**src/rtl/mio_bus_pkg.sv**
```systemverilog
// -----------------------------------------------------------------------------
// mio_bus_pkg
// Shared constants for the MIO bus arbiter slice:
//   - FSM state encodings (IDLE / GNT_IF / GNT_MEM)
//   - requester identifiers used for the round-robin history bit
//   - default timeout and wait-counter width
//   - arbitration helper that decides whether MEM wins an IDLE cycle
// -----------------------------------------------------------------------------
package mio_bus_pkg;

    localparam logic [1:0] ST_IDLE    = 2'd0;
    localparam logic [1:0] ST_GNT_IF  = 2'd1;
    localparam logic [1:0] ST_GNT_MEM = 2'd2;

    localparam logic REQ_IF  = 1'b0;
    localparam logic REQ_MEM = 1'b1;

    localparam int unsigned TIMEOUT_DEFAULT = 255;
    localparam int unsigned CNT_W_DEFAULT   = 10;

    // MEM wins when it is eligible and either IF is not eligible or MEM
    // did not have the previous grant; this alternation keeps fetch alive.
    function automatic logic arb_pick_mem(
        input logic if_ok,
        input logic mem_ok,
        input logic last_grant
    );
        return mem_ok & (~if_ok | (last_grant != REQ_MEM));
    endfunction

endpackage

```
**src/rtl/mio_wait_timer.sv**
```systemverilog
// -----------------------------------------------------------------------------
// mio_wait_timer
// Wait-state counter for one bus grant.
//   clk        : system clock
//   rst_n      : asynchronous active-low reset
//   i_clr      : synchronous clear (held while the arbiter is idle)
//   i_en       : count one waiting cycle
//   o_expired  : count has reached TIMEOUT
// -----------------------------------------------------------------------------
module mio_wait_timer
    import mio_bus_pkg::*;
#(
    parameter int unsigned TIMEOUT = TIMEOUT_DEFAULT,
    parameter int unsigned CNT_W   = CNT_W_DEFAULT
) (
    input  logic clk,
    input  logic rst_n,
    input  logic i_clr,
    input  logic i_en,
    output logic o_expired
);

    localparam logic [CNT_W-1:0] LP_LIMIT = CNT_W'(TIMEOUT);
    localparam logic [CNT_W-1:0] LP_ONE   = CNT_W'(1);

    logic [CNT_W-1:0] r_count;

    // Wait counter: cleared on request, stops once the limit is reached.
    always_ff @(posedge clk or negedge rst_n) begin
        if (!rst_n) begin
            r_count <= '0;
        end else if (i_clr) begin
            r_count <= '0;
        end else if (i_en && (r_count != LP_LIMIT)) begin
            r_count <= r_count + LP_ONE;
        end else begin
            r_count <= r_count;
        end
    end

    assign o_expired = (r_count == LP_LIMIT);

endmodule

```
**src/rtl/mio_bus_arbiter.sv**
```systemverilog
// -----------------------------------------------------------------------------
// mio_bus_arbiter
// Shares the single CPU memory/IO bus between instruction fetch (IF) and data
// access (MEM), runs the MIO_ready handshake, returns read data with a
// one-cycle ack pulse and bounds each transaction with a timeout.
//
// Ports:
//   clk, reset                     : clock, asynchronous active-low reset
//   if_req/if_addr                 : fetch request and address
//   if_rdata/if_ack                : fetch data, one-cycle completion pulse
//   mem_req/mem_we/mem_addr/mem_wdata : data request, store flag, addr, data
//   mem_rdata/mem_ack              : load data, one-cycle completion pulse
//   bus_addr/bus_wdata/bus_we/bus_req : to Addr_out/Data_out/mem_w/CPU_MIO
//   bus_rdata/MIO_ready            : from Data_in and the bus ready line
//   stall_if/stall_mem             : req & ~ack, combinational
//   timeout_err                    : sticky timeout flag, cleared by reset
//
// Timeout: the counter starts at 0 in the first grant cycle and advances on
// every cycle without MIO_ready. The grant cycle in which the counter equals
// TIMEOUT is the last one sampled; if MIO_ready is still low there, the
// transaction is aborted with zero data and an ack.
// -----------------------------------------------------------------------------
module mio_bus_arbiter
    import mio_bus_pkg::*;
#(
    parameter int unsigned TIMEOUT = TIMEOUT_DEFAULT,
    parameter int unsigned CNT_W   = CNT_W_DEFAULT
) (
    input  logic        clk,
    input  logic        reset,
    input  logic        if_req,
    input  logic [31:0] if_addr,
    output logic [31:0] if_rdata,
    output logic        if_ack,
    input  logic        mem_req,
    input  logic        mem_we,
    input  logic [31:0] mem_addr,
    input  logic [31:0] mem_wdata,
    output logic [31:0] mem_rdata,
    output logic        mem_ack,
    output logic [31:0] bus_addr,
    output logic [31:0] bus_wdata,
    output logic        bus_we,
    output logic        bus_req,
    input  logic [31:0] bus_rdata,
    input  logic        MIO_ready,
    output logic        stall_if,
    output logic        stall_mem,
    output logic        timeout_err
);

    logic [1:0]  r_state;
    logic        r_last_grant;
    logic [31:0] r_bus_addr;
    logic [31:0] r_bus_wdata;
    logic        r_bus_we;
    logic        r_bus_req;
    logic [31:0] r_if_rdata;
    logic [31:0] r_mem_rdata;
    logic        r_if_ack;
    logic        r_mem_ack;
    logic        r_timeout_err;

    logic w_if_ok;
    logic w_mem_ok;
    logic w_pick_mem;
    logic w_granted;
    logic w_expired;
    logic w_done;
    logic [31:0] w_done_data;

    // A requester being acked this cycle still shows its old req; skip it.
    assign w_if_ok     = if_req  & ~r_if_ack;
    assign w_mem_ok    = mem_req & ~r_mem_ack;
    assign w_pick_mem  = arb_pick_mem(w_if_ok, w_mem_ok, r_last_grant);
    assign w_granted   = (r_state == ST_GNT_IF) | (r_state == ST_GNT_MEM);
    assign w_done      = MIO_ready | w_expired;
    assign w_done_data = MIO_ready ? bus_rdata : 32'h0000_0000;

    mio_wait_timer #(
        .TIMEOUT (TIMEOUT),
        .CNT_W   (CNT_W)
    ) u_wait_timer (
        .clk       (clk),
        .rst_n     (reset),
        .i_clr     (~w_granted),
        .i_en      (w_granted & ~MIO_ready),
        .o_expired (w_expired)
    );

    // Arbitration FSM, bus drive registers, ack pulses and read-data capture.
    always_ff @(posedge clk or negedge reset) begin
        if (!reset) begin
            r_state       <= ST_IDLE;
            r_last_grant  <= REQ_IF;
            r_bus_addr    <= 32'h0000_0000;
            r_bus_wdata   <= 32'h0000_0000;
            r_bus_we      <= 1'b0;
            r_bus_req     <= 1'b0;
            r_if_rdata    <= 32'h0000_0000;
            r_mem_rdata   <= 32'h0000_0000;
            r_if_ack      <= 1'b0;
            r_mem_ack     <= 1'b0;
            r_timeout_err <= 1'b0;
        end else begin
            r_if_ack  <= 1'b0;
            r_mem_ack <= 1'b0;
            case (r_state)
                ST_IDLE: begin
                    if (w_pick_mem) begin
                        r_state      <= ST_GNT_MEM;
                        r_bus_req    <= 1'b1;
                        r_bus_addr   <= mem_addr;
                        r_bus_we     <= mem_we;
                        r_bus_wdata  <= mem_wdata;
                        r_last_grant <= REQ_MEM;
                    end else if (w_if_ok) begin
                        r_state      <= ST_GNT_IF;
                        r_bus_req    <= 1'b1;
                        r_bus_addr   <= if_addr;
                        r_bus_we     <= 1'b0;
                        r_last_grant <= REQ_IF;
                    end else begin
                        r_state   <= ST_IDLE;
                        r_bus_req <= 1'b0;
                        r_bus_we  <= 1'b0;
                    end
                end
                ST_GNT_IF, ST_GNT_MEM: begin
                    if (w_done) begin
                        r_state   <= ST_IDLE;
                        r_bus_req <= 1'b0;
                        r_bus_we  <= 1'b0;
                        if (r_state == ST_GNT_MEM) begin
                            r_mem_ack   <= 1'b1;
                            r_mem_rdata <= w_done_data;
                        end else begin
                            r_if_ack    <= 1'b1;
                            r_if_rdata  <= w_done_data;
                        end
                        if (!MIO_ready) begin
                            r_timeout_err <= 1'b1;
                        end else begin
                            r_timeout_err <= r_timeout_err;
                        end
                    end else begin
                        r_state <= r_state;
                    end
                end
                default: begin
                    r_state   <= ST_IDLE;
                    r_bus_req <= 1'b0;
                    r_bus_we  <= 1'b0;
                end
            endcase
        end
    end

    assign bus_addr    = r_bus_addr;
    assign bus_wdata   = r_bus_wdata;
    assign bus_we      = r_bus_we;
    assign bus_req     = r_bus_req;
    assign if_rdata    = r_if_rdata;
    assign mem_rdata   = r_mem_rdata;
    assign if_ack      = r_if_ack;
    assign mem_ack     = r_mem_ack;
    assign timeout_err = r_timeout_err;

    assign stall_if  = if_req  & ~r_if_ack;
    assign stall_mem = mem_req & ~r_mem_ack;

endmodule

```
**config.mk**
```make
export PLATFORM = sky130hd
export DESIGN_NAME = mio_bus_arbiter
export DESIGN_NICKNAME = d
export VERILOG_FILES = /design/src/rtl/mio_bus_pkg.sv /design/src/rtl/mio_wait_timer.sv /design/src/rtl/mio_bus_arbiter.sv
export SDC_FILE = /design/constraint.sdc
export NUM_CORES = 1
export LEC_CHECK = 0
export CAP_MARGIN = 20
export CELL_PAD_IN_SITES_DETAIL_PLACEMENT = 0
export CELL_PAD_IN_SITES_GLOBAL_PLACEMENT = 2
export CORE_MARGIN = 3
export CORE_UTILIZATION = 23
export DETAILED_ROUTE_END_ITERATION = 12
export GPL_ROUTABILITY_DRIVEN = 0
export PLACE_DENSITY = 0.8
export SETUP_SLACK_MARGIN = 0.4
export SLEW_MARGIN = 20
export SYNTH_ARGS = -nofsm -noshare
export SYNTH_HDL_FRONTEND = slang
export SYNTH_SLANG_ARGS = --single-unit
```
**constraint.sdc**
```tcl
create_clock -name clk -period 1.96 [get_ports clk]
set_clock_uncertainty 0.15 [all_clocks]
set_input_delay 0.196 -clock clk [delete_from_list [all_inputs] [get_ports clk]]
set_output_delay 0.196 -clock clk [all_outputs]
set_load 0.005 [all_outputs]
```
# Yosys cells after proc, flatten, opt, wreduce, memory -nomap -nowiden
# Cells that the tools add are included.
[op_classes] n_bitwise=13 addsub=1 n_reduce_logical=9 eq_ne=6 mux=23
[ops] cell="$mux 32" count=3
[ops] cell="$mux 10" count=2
[ops] cell="$mux 1" count=13
[ops] cell="$add 10x1->10 const B" count=1
[ops] cell="$eq 10x8->1 const B" count=1
[ops] cell="$ne 10x8->1 const B" count=1
[ops] cell="$reduce_and 3->1" count=3
[ops] cell="$not 1->1" count=6
[ops] cell="$and 1x1->1" count=4
[ops] cell="$mux 2" count=2
[ops] cell="$pmux 1 s2" count=2
[ops] cell="$pmux 2 s2" count=1
[ops] cell="$reduce_and 2->1" count=2
[ops] cell="$or 1x1->1" count=3
[ops] cell="$eq 2x1->1 const B" count=1
[ops] cell="$eq 2x2->1 const B" count=1
[ops] cell="$logic_not 2->1" count=1
[ops] cell="$ne 2x1->1 const B" count=1
[ops] cell="$ne 2x2->1 const B" count=1
[ops] cell="$reduce_bool 2->1" count=1
[ops] cell="$reduce_or 2->1" count=1
[ops] cell="$logic_and 1x1->1" count=1
[totals] input_bits=134 register_bits=146 output_inout_bits=135

# Depth between registers and ports, before layout
# Gate-level depths: netlist (run 1).
[logic_depth] ltp_word=7 ltp_mapped=9

# By module
# A second synthesis (run 1) with hierarchy kept.
[hier_totals] hier_cells=624 hier_area_um2=6587.6
[modules_own_cells] mod="mio_bus_arbiter" seq_area_each_um2=3403.3 n_inst=1 area_per_inst_um2=6015.8 cells_per_inst=572
[modules_own_cells] mod="mio_wait_timer" seq_area_each_um2=250.2 n_inst=1 area_per_inst_um2=571.8 cells_per_inst=52

# Worst setup path after synthesis (run 1)
# Ideal clock, no wire load.
[synth_timing] kind="flip-flop to flip-flop" start="register u_wait_timer.r_count[0]" end="register r_bus_we (netlist: bus_we)" slack_ns=-0.033 path_buffers=0 arrival_time_ns=1.718 setup_ns=0.125 stages_incl_launch_ff=6 required_ns=1.685 path_cell_list="dfrtp_1 -> ha_1 -> and4bb_4 -> and2_4 -> a311oi_4 -> mux2_4"
[synth_between] elab_chain_len=3
[synth_lines] element="start: declaration" line_no="mio_wait_timer.sv:26" rtl="logic [CNT_W-1:0] r_count;"
[synth_lines] element="start signal: assignment" line_no="mio_wait_timer.sv:35" rtl="r_count <= r_count + LP_ONE;"
[synth_lines] element="start signal: assignment" line_no="mio_wait_timer.sv:37" rtl="r_count <= r_count;"
[synth_lines] element="$eq 10x8->1" line_no="mio_wait_timer.sv:41" rtl="assign o_expired = (r_count == LP_LIMIT);"
[synth_lines] element="$or 1x1->1" line_no="mio_bus_arbiter.sv:77" rtl="assign w_done = MIO_ready | w_expired;"
[synth_lines] element="$ne 2x2->1 (no line)"
[synth_lines] element="end signal: assignment" line_no="mio_bus_arbiter.sv:114" rtl="r_bus_we <= mem_we;"
[synth_lines] element="end: declaration" line_no="mio_bus_arbiter.sv:56" rtl="logic r_bus_we;"
# No other way between the ends.
# A chain may end at the register's enable or synchronous reset.

# Final worst setup path (run 1)
[layout_timing] start="register u_wait_timer.r_count[8]" end="register r_if_rdata[19] (netlist: if_rdata[19])"
[layout_between] elab_chain_len=3
[layout_lines] element="$eq 10x8->1" line_no="mio_wait_timer.sv:41"
[layout_lines] element="$or 1x1->1" line_no="mio_bus_arbiter.sv:77"
[layout_lines] element="$reduce_and 3->1 (no line)"
[layout_lines] element="end signal: assignment" line_no="mio_bus_arbiter.sv:139" rtl="r_if_rdata <= w_done_data;"
[layout_lines] element="end: declaration" line_no="mio_bus_arbiter.sv:58" rtl="logic [31:0] r_if_rdata;"
# No other way between the ends.

==> Implementation_results.wiki, run 1 <==
{| class="wikitable"
! Metric !! Value
|-
| Fraction of layout instances using a drive strength above 1 || 0.227
|-
| Path type of the worst setup path || reg -> reg
|-
| Total wire length after detailed routing || roughly 21 mm
|-
| Cell at the root of the clock tree || clkbuf_16
|-
| Combined area of all synthesized cells || between 0.005 and 0.006 mm2
|-
| Signed area change from the synthesized netlist to the final layout || 76.0%
|-
| Largest net degree at the start of global routing || 66
|-
| Peak clock frequency supported by timing || around 0.54 GHz
|-
| Ys async rst share || 1.00
|-
| Count of warnings emitted by yosys || 0
|-
| Number of levels in the clock H-tree || 4
|-
| TritonCTS clock tree || built
|-
| First-pass GRT wire length || between 30 and 40 mm
|-
| First drt pass iteration count || 4
|-
| Critical path's largest stage delay || approximately 0.43 ns
|-
| Synthesis-stage register bit count || about 150
|-
| Family of cells with the greatest summed delay on the critical path || simple AND/OR/NAND/NOR gates
|-
| Result of the run || finished, final reports clean
|-
| Clock-pin slew reported for the worst setup and hold paths after clock tree synthesis || roughly 0.060 ns
|-
| Count of pins on the block boundary || about 270
|-
| Total setup violations reported at the end of the flow || 0
|-
| HP Class || in -> reg
|-
| Max Fanout on Critical Path || 11
|-
| Final routed DRC violation total || 0
|-
| Syn Nets || about 590
|-
| Leading cell type by number of instances after synthesis || dfrtp_1
|-
| Clock period minus worst slack || roughly 1.9 ns
|-
| Initial standard-cell utilization of the core || 0.236
|-
| Number of cells after detailed placement || between 1000 and 1500
|-
| Row Count || 58
|-
| CP Data Arrival Time || 2.00 ns
|-
| Number of non-filler instances in the completed layout || roughly 1100
|-
| CP required || approximately 2.1 ns
|-
| Worst Max-Slew Pin Slew || 0.672 ns
|-
| # fillers || around 2500
|-
| Total number of clock tree sinks || around 150
|-
| Post-detail-place hpwl || about 14 mm
|-
| Overall routing resource usage || 0.142
|-
| Final total negative setup slack || 0 ns
|-
| Number of global-route vias before repair || approximately 5200
|-
| Mapped Cells || ~450
|-
| Post-synth top flop || dfrtp_1
|-
| Synthesized area per cell || approximately 13 um2
|-
| Vias per cell || between 4 and 5
|-
| Part of the cycle the worst path needs || 0.946
|-
| Final Net Count || 900
|-
| EDFF count, synth || 0
|-
| Total Die Area || approximately 0.028 mm2
|-
| Simple-gate portion of the synthesized area || 0.0583
|-
| X dimension of the die || 167 um
|-
| Max IR drop VDD || approximately 0.64 mV
|-
| Share of the synthesized area in compound gates (AO/OA/AOI/OAI) || 0.156
|-
| Iteration-0 DRC Markers || roughly 210
|-
| Unique masters post-synth || 40
|-
| Final Hold Vio Count || 0
|-
| Largest area contributor in the synthesized netlist || dfrtp_1
|-
| Initial antenna violation count || 0
|-
| Synth top area share || 0.610
|-
| Largest cells by area after synthesis || dfrtp_1 (61%), a32o_1 (11%), mux2i_1 (6.2%)
|-
| Min Hold Slack || 0.0994 ns
|-
| Power density of the placed cells || about 1500 mW/mm2
|-
| Endpoint type of the worst setup path || register
|-
| Number of nets still failing antenna checks after routing || 0
|-
| Worst path buffer plus inverter count || 1
|-
| Reported leakage power || a little under 5 nW
|-
| Max-cap check violation count || 0
|-
| Headroom to the max-slew limit || 0.552
|-
| Sequential area share after synthesis || 0.610
|-
| Clock latency reported for the late side of the worst-skew pair || slightly above 0.4 ns
|-
| Largest family of logic cells by synthesized area || compound AO/OA/AOI/OAI gates
|-
| Standard cell with the maximum stage delay on the critical path || dfrtp_1
|-
| Worst setup SP type || register
|-
| Total count of max-transition violations in the final report || 0
|-
| Buffers added on ports || between 200 and 300
|-
| Xor-xnor portion of the synthesized cell area || 0.00292
|-
| Cell breakdown of the critical path || and4bb_4, a41oi_4, nand2b_4, buf_12, a32o_1
|-
| Grt ovf || 0
|-
| Die Height || 167 um
|-
| Buffer depth of the longest clock path || 2
|-
| Setup repair after global routing missed its margin || true
|-
| Drt wl/cell || about 19 um
|-
| Arithmetic-cell share of the synthesized area counting full adders, half adders and majority gates || 0.00626
|-
| Worst slack at placement || between 0.06 and 0.07 ns
|-
| List of most frequent post-synthesis cells || dfrtp_1 (146), a32o_1 (64), nand2_1 (40)
|-
| Diodes inserted || 0
|-
| Std-Cell Core Area || roughly 0.025 mm2
|-
| Count of vias placed by the detailed router || slightly below 5000
|-
| Share of cell area taken by muxes after synthesis || 0.124
|-
| Setup WS post-layout || about 0.11 ns
|-
| CTS Buf Count || 17
|}
[registers in the layout (all words and copies together) (netlist names)]
register / count
r_state: 2
bus_addr: 32
if_ack: 1
bus_req: 1
mem_rdata: 32
bus_wdata: 32
r_last_grant: 1
u_wait_timer.r_count: 10
if_rdata: 32
mem_ack: 1
bus_we: 1
timeout_err: 1
[metal layers]
metal,routed length (um),up-vias,GRT usage
met2,9140,229,0.210
met4,281,0,0.0374
met5,0,-,0
li1,-,2316,-
met1,9130,2391,0.187
met3,2250,15,0.0687
[cells in the final DEF (no fill, tap or decap), types with 5 or more instances in the layout]
master and count:
buf_16 6, clkbuf_16 21, mux2i_1 25, inv_2 5, a32o_1 64, dlygate4sd2_1 131
buf_6 18, dfrtp_1 143, nor2_1 8, nand2_1 39, mux2i_2 12, buf_4 23
clkdlybuf4s50_1 132, buf_12 14, o21ai_1 32, mux2_4 33
[cells by family (layout without fill, tap and decap cells)]
group,after synthesis,count (layout)
buffers and inverters,45,372
muxes,70,70
AOI/OAI and AO/OA,111,111
and+or+nand+nor,72,72
xor gates and xnor gates,2,2
DFF,146,146
adders and majority gates,3,3
[metrics by stage]
stage	util	power (mW)	instance area (um2)
after floorplan	-	7.88	6050
after global placement	0.364	11.9	9250
after detailed placement	0.364	11.9	9250
after CTS	0.402	15.4	10200
after global routing	0.415	16.7	10500
final	0.415	15.7	10500
[what timing repair did]
item | CTS | global route
setup endpoints to repair | 275 | 148
buffers inserted | 18 | 7
endpoints found under the hold margin | 124 | 0
hold buffers | 1 | 0
pin swaps | 8 | 8
resized for setup | 184 | 80
cloned | 8 | 4
[worst min-delay path: stages]
cell     delay [ns]
buf_2          0.18
nor3b_1        0.07
o21a_1         0.17
[path summary, 6_finish.rpt]
path	cells past startpoint	from	slack, ns	to
min in group asynchronous	2	reset	0.13	mem_rdata[15]
min	3	MIO_ready	0.1	u_wait_timer.r_count[2]
max in group asynchronous	3	reset	0.90	bus_wdata[25]
max	5	u_wait_timer.r_count[8]	0.11	if_rdata[19]
max reg2reg	5	u_wait_timer.r_count[8]	0.11	if_rdata[19]
min reg2reg	2	bus_addr[4]	0.33	bus_addr[4]
[report_power, final]
part	leakage, nW	switching, mW	internal [mW]	total [mW]
Clock	0.280	1.39	1.94	3.33
Sequential	1.81	0.656	4.37	5.03
Combinational	2.82	3.04	4.32	7.36
Total	4.91	5.08	10.6	15.7
[cell type report]
class	instances	area, um2	area share
sequential	146	3660	0.347
timing repair buffer	333	3470	0.329
clock buffer	20	447	0.0424
multi-input combinational	258	2380	0.226
clock inverter	12	146	0.0139
tap	330	413	0.0392
inverter	7	26.3	0.00249
Power figures use the tool's default switching activity.
==> inputs of run 2 (changes only) <==
--- a/config.mk
+++ b/config.mk
@@ -12,6 +12,7 @@
 export CORE_UTILIZATION = 23
 export DETAILED_ROUTE_END_ITERATION = 12
 export GPL_ROUTABILITY_DRIVEN = 0
+export HOLD_SLACK_MARGIN = 0.02
 export PLACE_DENSITY = 0.8
 export SETUP_SLACK_MARGIN = 0.4
 export SLEW_MARGIN = 20
==> results of run 2 <==
No change in the layout: final DEF, timing and power equal those of run 1.
==> inputs of run 3 (changes only) <==
--- a/config.mk
+++ b/config.mk
@@ -9,11 +9,12 @@
 export CELL_PAD_IN_SITES_DETAIL_PLACEMENT = 0
 export CELL_PAD_IN_SITES_GLOBAL_PLACEMENT = 2
 export CORE_MARGIN = 3
-export CORE_UTILIZATION = 23
+export CORE_UTILIZATION = 24
+export CTS_BUF_LIST = sky130_fd_sc_hd__clkbuf_8
 export DETAILED_ROUTE_END_ITERATION = 12
 export GPL_ROUTABILITY_DRIVEN = 0
 export HOLD_SLACK_MARGIN = 0.02
-export PLACE_DENSITY = 0.8
+export PLACE_DENSITY = 0.83
 export SETUP_SLACK_MARGIN = 0.4
 export SLEW_MARGIN = 20
 export SYNTH_ARGS = -nofsm -noshare
==> run 3 against run 2 <==
Effect of this change: clock power fell by 17%; sequential share of layout area up 0.20 points; cell area shrank 0.58%; fmax grew 1.1%; final cell count about the same; core utilization rose by 1.3 points; hold slack worse by 0.0024 ns; highest routed layer unchanged.
==> Implementation_results.wiki, run 3 (synthesis results as in run 1) <==
{| class="wikitable"
! Metric !! Value
|-
| Result of the run || finished, final reports clean
|-
| Final total negative setup slack || 0 ns
|-
| Clock latency reported for the late side of the worst-skew pair || approximately 0.44 ns
|-
| Endpoint type of the worst setup path || register
|-
| Clock period minus worst slack || ~1.8 ns
|-
| Area used by multi-input combinational logic || approximately 0.0024 mm2
|-
| Drt wl/cell || approximately 19 um
|-
| # fillers || roughly 2300
|-
| Post-layout utilization of the core || 0.429
|-
| Storage cell area || about 0.0037 mm2
|-
| Worst Max-Slew Pin Slew || ~0.43 ns
|-
| CP required || 2.12 ns
|-
| Buffers added on ports || 268
|-
| Reg-to-Reg End || bus_addr[15]
|-
| CTS Buf Count || 17
|-
| Max-cap check violation count || 0
|-
| Min Hold Slack || about 0.097 ns
|-
| End point of the critical path || bus_addr[15]
|-
| Total count of max-transition violations in the final report || 0
|-
| R2r setup slk || 0.13 ns
|-
| Total setup violations reported at the end of the flow || 0
|-
| Number of global-route vias before repair || 5120
|-
| GR peak layer || met2
|-
| Launch point of the worst reg-to-reg path || if_ack
|-
| Initial antenna violation count || 0
|-
| Total number of clock tree sinks || 146
|-
| PnR Total Power || 15.1 mW
|-
| Final Net Count || a little over 900
|-
| Die Height || around 160 um
|-
| Final Hold Vio Count || 0
|-
| Signed area change from the synthesized netlist to the final layout || 75.0%
|-
| Grt ovf || 0
|-
| Commonest non-fill, non-tap cells in the layout || dfrtp_1 (143), clkdlybuf4s50_1 (131), dlygate4sd2_1 (130), a32o_1 (64), nand2_1 (37)
|-
| Part of the cycle the worst path needs || 0.935
|-
| Vias per cell || ~4.6
|-
| Met2 demand-to-capacity share in global routing || 0.236
|-
| Count of pins on the block boundary || roughly 270
|-
| First-pass GRT wire length || between 20 and 30 mm
|-
| Overall routing resource usage || 0.141
|-
| Post-detail-place hpwl || ~13 mm
|-
| Clock-pin slew reported for the worst setup and hold paths after clock tree synthesis || around 0.08 ns
|-
| Total Die Area || around 0.027 mm2
|-
| Diodes inserted || 0
|-
| Power density of the placed cells || between 1000 and 1500 mW/mm2
|-
| Dpl cell area || 0.00922 mm2
|-
| Buffer depth of the longest clock path || 2
|-
| Cell at the root of the clock tree || clkbuf_8
|-
| TritonCTS clock tree || built
|-
| Largest net degree at the start of global routing || 65
|-
| Path type of the worst setup path || reg -> reg
|-
| First drt pass iteration count || 4
|-
| Critical path launch point || if_ack
|-
| Path depth of the worst reg2reg path || 8
|-
| Number of nets still failing antenna checks after routing || 0
|-
| Number of levels in the clock H-tree || 4
|-
| Met1 track demand over resource in global routing || 0.162
|-
| Iteration-0 DRC Markers || between 150 and 200
|-
| X dimension of the die || ~160 um
|-
| Total wire length after detailed routing || about 21 mm
|-
| Peak clock frequency supported by timing || around 0.55 GHz
|-
| Most frequent standard cell in the layout excluding fill and tap cells || dfrtp_1
|-
| Grt met3 use || 0.0711
|-
| Count of vias placed by the detailed router || about 5000
|-
| Reported leakage power || 4.85 nW
|-
| Number of cells after detailed placement || a little over 1000
|-
| Initial standard-cell utilization of the core || 0.245
|-
| CP Data Arrival Time || between 1.5 and 2 ns
|-
| Final routed DRC violation total || 0
|-
| Setup repair after global routing missed its margin || true
|-
| Max IR drop VDD || between 0.6 and 0.7 mV
|-
| HP Class || in -> async
|-
| Fraction of layout instances using a drive strength above 1 || 0.239
|-
| Worst setup SP type || register
|-
| Number of non-filler instances in the completed layout || approximately 1100
|-
| Row Count || 57
|-
| Std-Cell Core Area || 0.0245 mm2
|-
| Final cell area excluding filler cells || 0.0105 mm2
|-
| Worst slack at placement || around 0.05 ns
|-
| Max Fanout on Critical Path || 5
|-
| Headroom to the max-slew limit || 0.710
|-
| Setup WS post-layout || 0.127 ns
|}
## run 3: changes by cell type in the layout (fill, tap and decap cells not counted), sizes merged
cell	previous run	this run
clkinvlp	3	1
bufinv	2	5
clkbuf	24	23
bufbuf	2	0
dlygate4sd2	131	130
clkinv	2	4
buf	63	73
clkdlybuf4s15	0	2
inv	12	9
clkdlybuf4s50	132	131
## run 3: repair_timing
item                                    in CTS  in global routing
pin swaps                                    8                 18
cloned                                       6                  6
hold endpoints to repair                   146                  0
gates resized for setup                    200                 67
buffers inserted                            18                 16
endpoints found under the setup margin     272                151
hold buffers                                 1                  0
## run 3: layout make-up
class                           count  share of cell area
Timing Repair Buffer              341               0.338
Sequential cell                   146               0.349
Multi-Input combinational cell    258               0.227
Clock buffer                       19              0.0249
Inverter                            7             0.00274
Tap cell                          324              0.0387
Clock inverter                     12              0.0193
## run 3: layer usage
metal	vias up	routed length, um
met1	2493	7950
li1	2324	-
met3	10	2400
met5	-	0
met4	0	142
met2	213	10200
## run 3: worst min path at each step
stage | end | from | slack, ns | depth (start not counted)
2_1_floorplan | bus_addr[0] | reset | -0.25 | 0
3_3_place_gp | bus_addr[10] | reset | 0.006 | 1
3_5_place_dp | bus_wdata[0] | reset | 0.008 | 1
4_1_cts | mem_rdata[28] | MIO_ready | 0.06 | 2
5_1_grt | mem_rdata[28] | MIO_ready | 0.05 | 2
6_report | bus_wdata[0] | reset | 0.1 | 2
## run 3: worst max-delay path, cell delays in order (launching register included)
cell      delay [ns]
dfrtp_1         0.40
buf_6           0.12
nand3b_1        0.26
nand2_4         0.16
buf_6           0.13
buf_12          0.10
buf_16          0.11
mux2i_1         0.17
o21ai_0         0.11
## run 3: where the power goes
part | internal, mW | switching (mW) | leakage, nW
Sequential | 4.37 | 0.681 | 1.81
Clock | 1.59 | 1.18 | 0.233
Combinational | 4.21 | 3.09 | 2.81
==> patch 1, RTL diff (flow settings as in run 1) <==
Put one more register stage on the output `timeout_err`. The value now appears one clock later. The other outputs are not delayed to match.
--- a/src/rtl/mio_bus_arbiter.sv
+++ b/src/rtl/mio_bus_arbiter.sv
@@ -166,3 +166,5 @@
     assign mem_ack     = r_mem_ack;
-    assign timeout_err = r_timeout_err;
+    always_ff @(posedge clk) begin
+        timeout_err <= r_timeout_err;
+    end
 
Formal check against the unedited RTL: no difference found for any inputs over 4 cycles, from zero or initial values and one cycle with reset low; that may be too few to reach the edited logic, so the function may still have changed.
==> patch 1 against run 1 <==
Sequential cell count grew 1; area after synthesis rose by 0.33%; total power increased by 0.54%; final area up 1.4%; worst setup slack got worse by 32 ps; clock power up 2%; wire length is 2.2% higher; sequential power grew 1%; non-clock buffer count increased by 11; critical endpoint is now bus_addr[18]$_DFFE_PN0P_; largest cell class unchanged; largest power group unchanged.
==> patch 1: results (changes against run 1) <==
Layout
  • Fillcell total: 2412 (-1.9%)
  • Nets: 912 (+1.3%)
  • Share of layout cells above drive strength 1: 0.237 (+0.0105)

Global route
  • First-pass GRT wire length: 31.8 mm (+1.5%)
  • GRT Total Usage: 0.144 (+0.00206)
  • GR Layer Usage met1: 0.183 (-0.00395)
  • Number of global-route vias before repair: 5238 (+1.5%)
  • Grt met2 use: 0.232 (+0.0218)
  • Largest net degree at the start of global routing: 60 (-9.1%)
  • Met3 Resource Use GR: 0.0576 (-0.0111)
  • GR peak layer: met2
  • Antenna violations before repair: 0 (unchanged)

Yosys
  • Compound-Gate Fraction of Synth Area: 0.155 (-0.000519)
  • Seq/Total Area, Yosys: 0.611 (+0.00130)
  • Synth area leaders: dfrtp_1 61%, a32o_1 11%, mux2i_1 6.2%, mux2_2 6.0%, o21ai_0 3.1%
  • Async set-reset flop share out of synthesis: 0.993 (-0.00680)
  • Synth cell types: 41 (+2.5%)
  • Post-synthesis net count: 587 (+0.17%)
  • Post-Synth Adder-Cell Area: 0.00624 (-0.0000209)
  • YS warnings: 0 (unchanged)
  • Post-synthesis mux area share: 0.124 (-0.000414)
  • Post-Synth XOR/XNOR Area: 0.00291 (-0.00000973)

Routing
  • Top Metal Used: met4
  • Met3 wire length: 2.02 mm (-10%)
  • Metal-1 WL: 9.08 mm (-0.51%)
  • Drt via density: 4.54 (+1.4%)
  • Met2 WL: 9.95 mm (+8.9%)
  • Detailed Routing Iterations Pass 1: 4 (unchanged)
  • Routed WL: 21.3 mm (+2.2%)
  • Initial DRC Count: 289 (+36%)

Clock tree
  • Resized Gates After CTS: 194 (+5.4%)
  • Worst-Skew Late Latency: 420 ps
  • Root buffer cell: clkbuf_16
  • Clk buf depth: 2 (unchanged)
  • Hold Buf Count CTS: 1 (unchanged)
  • TritonCTS buffer count: 17 (unchanged)
  • Setup bufs post-CTS: 23 (+5)
  • Clock H-tree levels: 4 (unchanged)

Setup path
  • Reg2Reg Depth: 7 (+2)
  • Critical path fanouts, max: 6 (-5)
  • CP max-delay cell: dfrtp_2
  • CP top delay family: simple AND/OR/NAND/NOR gates
  • Worst EP arrival: 2040 ps (+40 ps)
  • CP peak stage delay: 440 ps

Power and ir drop
  • Pint: 10.7 mW (+0.13%)
  • Sequential share of power: 0.322 (+0.002)
  • Leakage: 4.99 nW (+1.5%)
  • Worst vdd ir: 645 uV (+0.90%)
  • Clock Power: 3.39 mW (+2%)

Hold path
  • Hold path cells: 3 (unchanged)
  • Hold Crit Class: in -> reg

STA
  • Max_slew headroom: 0.560 (+0.00801)

Place
  • Buffers on Ports: 268 (unchanged)
  • Final HPWL DP: 13.9 mm (+2.4%)

Status
  • Status: complete, no violations
[patch 1: cell count changes in the layout (fill, tap and decap cells not counted), moves of 2 or more]
cell       change
bufbuf_16      -2
inv_2          -3
mux2i_4        +5
inv_4          +2
clkbuf_8       +2
clkbuf_1       -2
buf_4         +13
mux2i_2        -6
[patch 1: stage by stage]
stage | hold slack (ps) | instance area (um2) | setup WS [ps] | cells | total power, mW
6_report | 42.3 | 10700 | 75.1 | 1119 | 15.8
3_5_place_dp | 58.2 | 9270 | 42.6 | 1037 | 12.0
5_1_grt | 63.1 | 10700 | 38.2 | 1118 | 16.8
2_1_floorplan | -250 | 6070 | 44.5 | 450 | 7.90
3_3_place_gp | 58.4 | 9270 | 61.9 | 1037 | 11.9
4_1_cts | 29.3 | 10300 | 80.8 | 1100 | 15.4
[patch 1: area by class of cell]
type                            instances  area share
Antenna cell                            1    0.000234
Multi-Input combinational cell        258       0.226
Timing Repair Buffer                  344       0.331
Clock inverter                         12      0.0133
Inverter                                7     0.00293
Tap cell                              330      0.0386
Sequential cell                       147       0.344
Clock buffer                           20      0.0437
[patch 1: path summary, 6_finish.rpt]
| kind | to | slack [ps] | startpoint |
|---|---|---|---|
| worst max-delay path | bus_addr[18]$_DFFE_PN0P_ | 80 | if_ack$_DFF_PN0_ |
| worst min-delay path | u_wait_timer.r_count[3]$_DFFE_PN0P_ | 40 | MIO_ready |
| worst max register to register | bus_addr[18]$_DFFE_PN0P_ | 80 | if_ack$_DFF_PN0_ |
| worst min register to register | timeout_err$_DFF_P_ | 230 | r_timeout_err$_DFFE_PN0P_ |
| max in group asynchronous | bus_addr[17]$_DFFE_PN0P_ | 900 | reset |
| min in group asynchronous | if_rdata[16]$_DFFE_PN0P_ | 160 | reset |
==> patch 2, RTL diff (settings of run 1) <==
Made on the original files. `CNT_W_DEFAULT`: 10 -> 5.
--- a/src/rtl/mio_bus_pkg.sv
+++ b/src/rtl/mio_bus_pkg.sv
@@ -18,3 +18,3 @@
     localparam int unsigned TIMEOUT_DEFAULT = 255;
-    localparam int unsigned CNT_W_DEFAULT   = 10;
+    localparam int unsigned CNT_W_DEFAULT   = 5;
 
Formal check against the unedited RTL: no difference found for any inputs over 4 cycles, from zero or initial values and one cycle with reset low; that may be too few to reach the edited logic, so the function may still have changed.
==> patch 2 against run 1 <==
The flow now finishes with violations (setup timing); sequential cell count down 5; area after synthesis increased by 8.7%; wire length up 8.9%; global-route usage increased by 0.67 points; total power up 15%; sequential power down 2%; final area is 16% higher; worst setup slack got worse by 230 ps; largest cell class is now non-clock buffers; highest routed layer unchanged.
==> patch 2: results (changes against run 1) <==
Status
  • Status: finished, violations left
  • Failing checks: setup timing

Clock tree
  • TritonCTS buffer count: 17 (unchanged)
  • Clk buf depth: 2 (unchanged)
  • Root buffer cell: clkbuf_16
  • Worst-Skew Late Latency: approximately 400 ps

Yosys
  • Post-Synth XOR/XNOR Area: 0.00269 (-0.000234)
  • Post-synthesis net count: 629 (+7.3%)
  • Synth area leaders: dfrtp_1 54%, mux2_2 12%, mux2_4 6.2%, and3b_1 4.4%, a221oi_1 4.3%
  • Post-synthesis mux area share: 0.183 (+0.0588)
  • Seq/Total Area, Yosys: 0.542 (-0.0679)
  • Mean Syn Cell Area: 13.3 um2 (-0.61%)
  • Synth cell types: 34 (-15%)
  • Compound-Gate Fraction of Synth Area: 0.122 (-0.0336)
  • Post-Synth Adder-Cell Area: 0.00768 (+0.00142)
  • Commonest cells post-synth: 141 x dfrtp_1, 70 x mux2_2, 38 x o21ai_0, 33 x and3b_1

Setup path
  • Reg2Reg Depth: 8 (+3)
  • Critical path fanouts, max: 5 (-6)
  • Worst EP arrival: 2220 ps (+220 ps)

STA
  • Final WS setup: -119 ps (-226 ps)
  • Max_slew headroom: 0.690 (+0.137)
  • Final setup viols: 59 (+59)
  • Worst hold slack: 134 ps (+34.3 ps)

Layout
  • N_diodes: 0 (unchanged)
  • Fillcell total: 2552 (+3.8%)
  • Share of layout cells above drive strength 1: 0.403 (+0.176)
  • Nets: 983 (+9.2%)
  • Layout Cells excl Fill: 1229 (+11%)

Routing
  • WL per Instance: 18.4 um (-2.0%)
  • Total number of vias: 5447 (+10%)
  • Detailed Routing Iterations Pass 1: 4 (unchanged)
  • Initial DRC Count: 202 (-4.7%)

Global route
  • Antenna violations before repair: 0 (unchanged)
  • Number of global-route vias before repair: 5939 (+15%)
  • First-pass GRT wire length: 36.0 mm (+15%)
  • Largest net degree at the start of global routing: 45 (-32%)
  • GRT Total Usage: 0.149 (+0.00669)

Place
  • Placement Cell Area: 9980 um2 (+8.0%)
  • Final HPWL DP: 14.4 mm (+6.0%)
  • DP Cell Count: 1132 (+9.3%)

Power and ir drop
  • Worst vdd ir: 566 uV (-11%)
  • Leakage: 5.68 nW (+16%)

Hold path
  • Hold Crit Class: in -> async
-- patch 2: path summary, 6_finish.rpt --
check,startpoint,to
worst max-delay path,u_wait_timer.r_count[1]$_DFFE_PN0P_,mem_rdata[4]$_DFFE_PN0P_
worst min-delay path,reset,if_rdata[25]$_DFFE_PN0P_
worst max register to register,u_wait_timer.r_count[1]$_DFFE_PN0P_,mem_rdata[4]$_DFFE_PN0P_
worst min register to register,timeout_err$_DFFE_PN0P_,timeout_err$_DFFE_PN0P_
max in group asynchronous,reset,if_rdata[19]$_DFFE_PN0P_
min in group clk,if_addr[5],bus_addr[5]$_DFFE_PN0P_
-- patch 2: critical path, cell delays in order (launching register included) --
cell and delay (ps):
dfrtp_1 380, ha_2 190, and3_4 150, ha_4 160, or2_4 240, nand3_4 120, buf_6 150, buf_16 120
mux2_4 290
-- patch 2: where the power goes --
part	switching, mW	internal (mW)	leakage, nW	total, mW
Clock	1.28	2.07	0.295	3.35
Combinational	3.81	6.00	3.64	9.81
Sequential	0.719	4.23	1.74	4.95
Total	5.80	12.3	5.68	18.1
-- patch 2: metal layers --
metal  vias up  global-route usage  part of all wire
met5         -                   0                 0
met4         0              0.0275            0.0088
met3        14              0.0592             0.078
met2       197               0.242              0.48
met1      2697               0.189              0.43
li1       2539                   -                 -
-- patch 2: repair_timing --
item                       4_1_cts  5_1_grt
hold buffers                     1        0
setup endpoints to repair      275      144
setup buffers                   43        6
gates cloned                    15        1
resized for setup              342       45
hold endpoints to repair        93        0
pin swaps                       34       10
-- patch 2: cells by family after synthesis --
family          count (synthesis)
simple gates                   88
fa+ha+maj                       4
flops                         141
xor+xnor                        2
buf+inv                        51
mux                            97
compound gates                108
-- patch 2: stage by stage --
step	setup slack, ps	setup TNS, ps
2_1_floorplan	-128	-5640
3_3_place_gp	-96.3	-2500
3_5_place_dp	-152	-4760
4_1_cts	-121	-4210
5_1_grt	-195	-8740
6_report	-119	-4030
-- patch 2: layout make-up --
type / count / area (um2) / share of cell area
Timing Repair Buffer: 378 / 4020 / 0.328
Multi-Input combinational cell: 299 / 3600 / 0.294
Sequential cell: 141 / 3530 / 0.288
Tap cell: 372 / 465 / 0.0380
Clock buffer: 22 / 464 / 0.0379
Clock inverter: 9 / 135 / 0.0110
Inverter: 8 / 40.0 / 0.00327
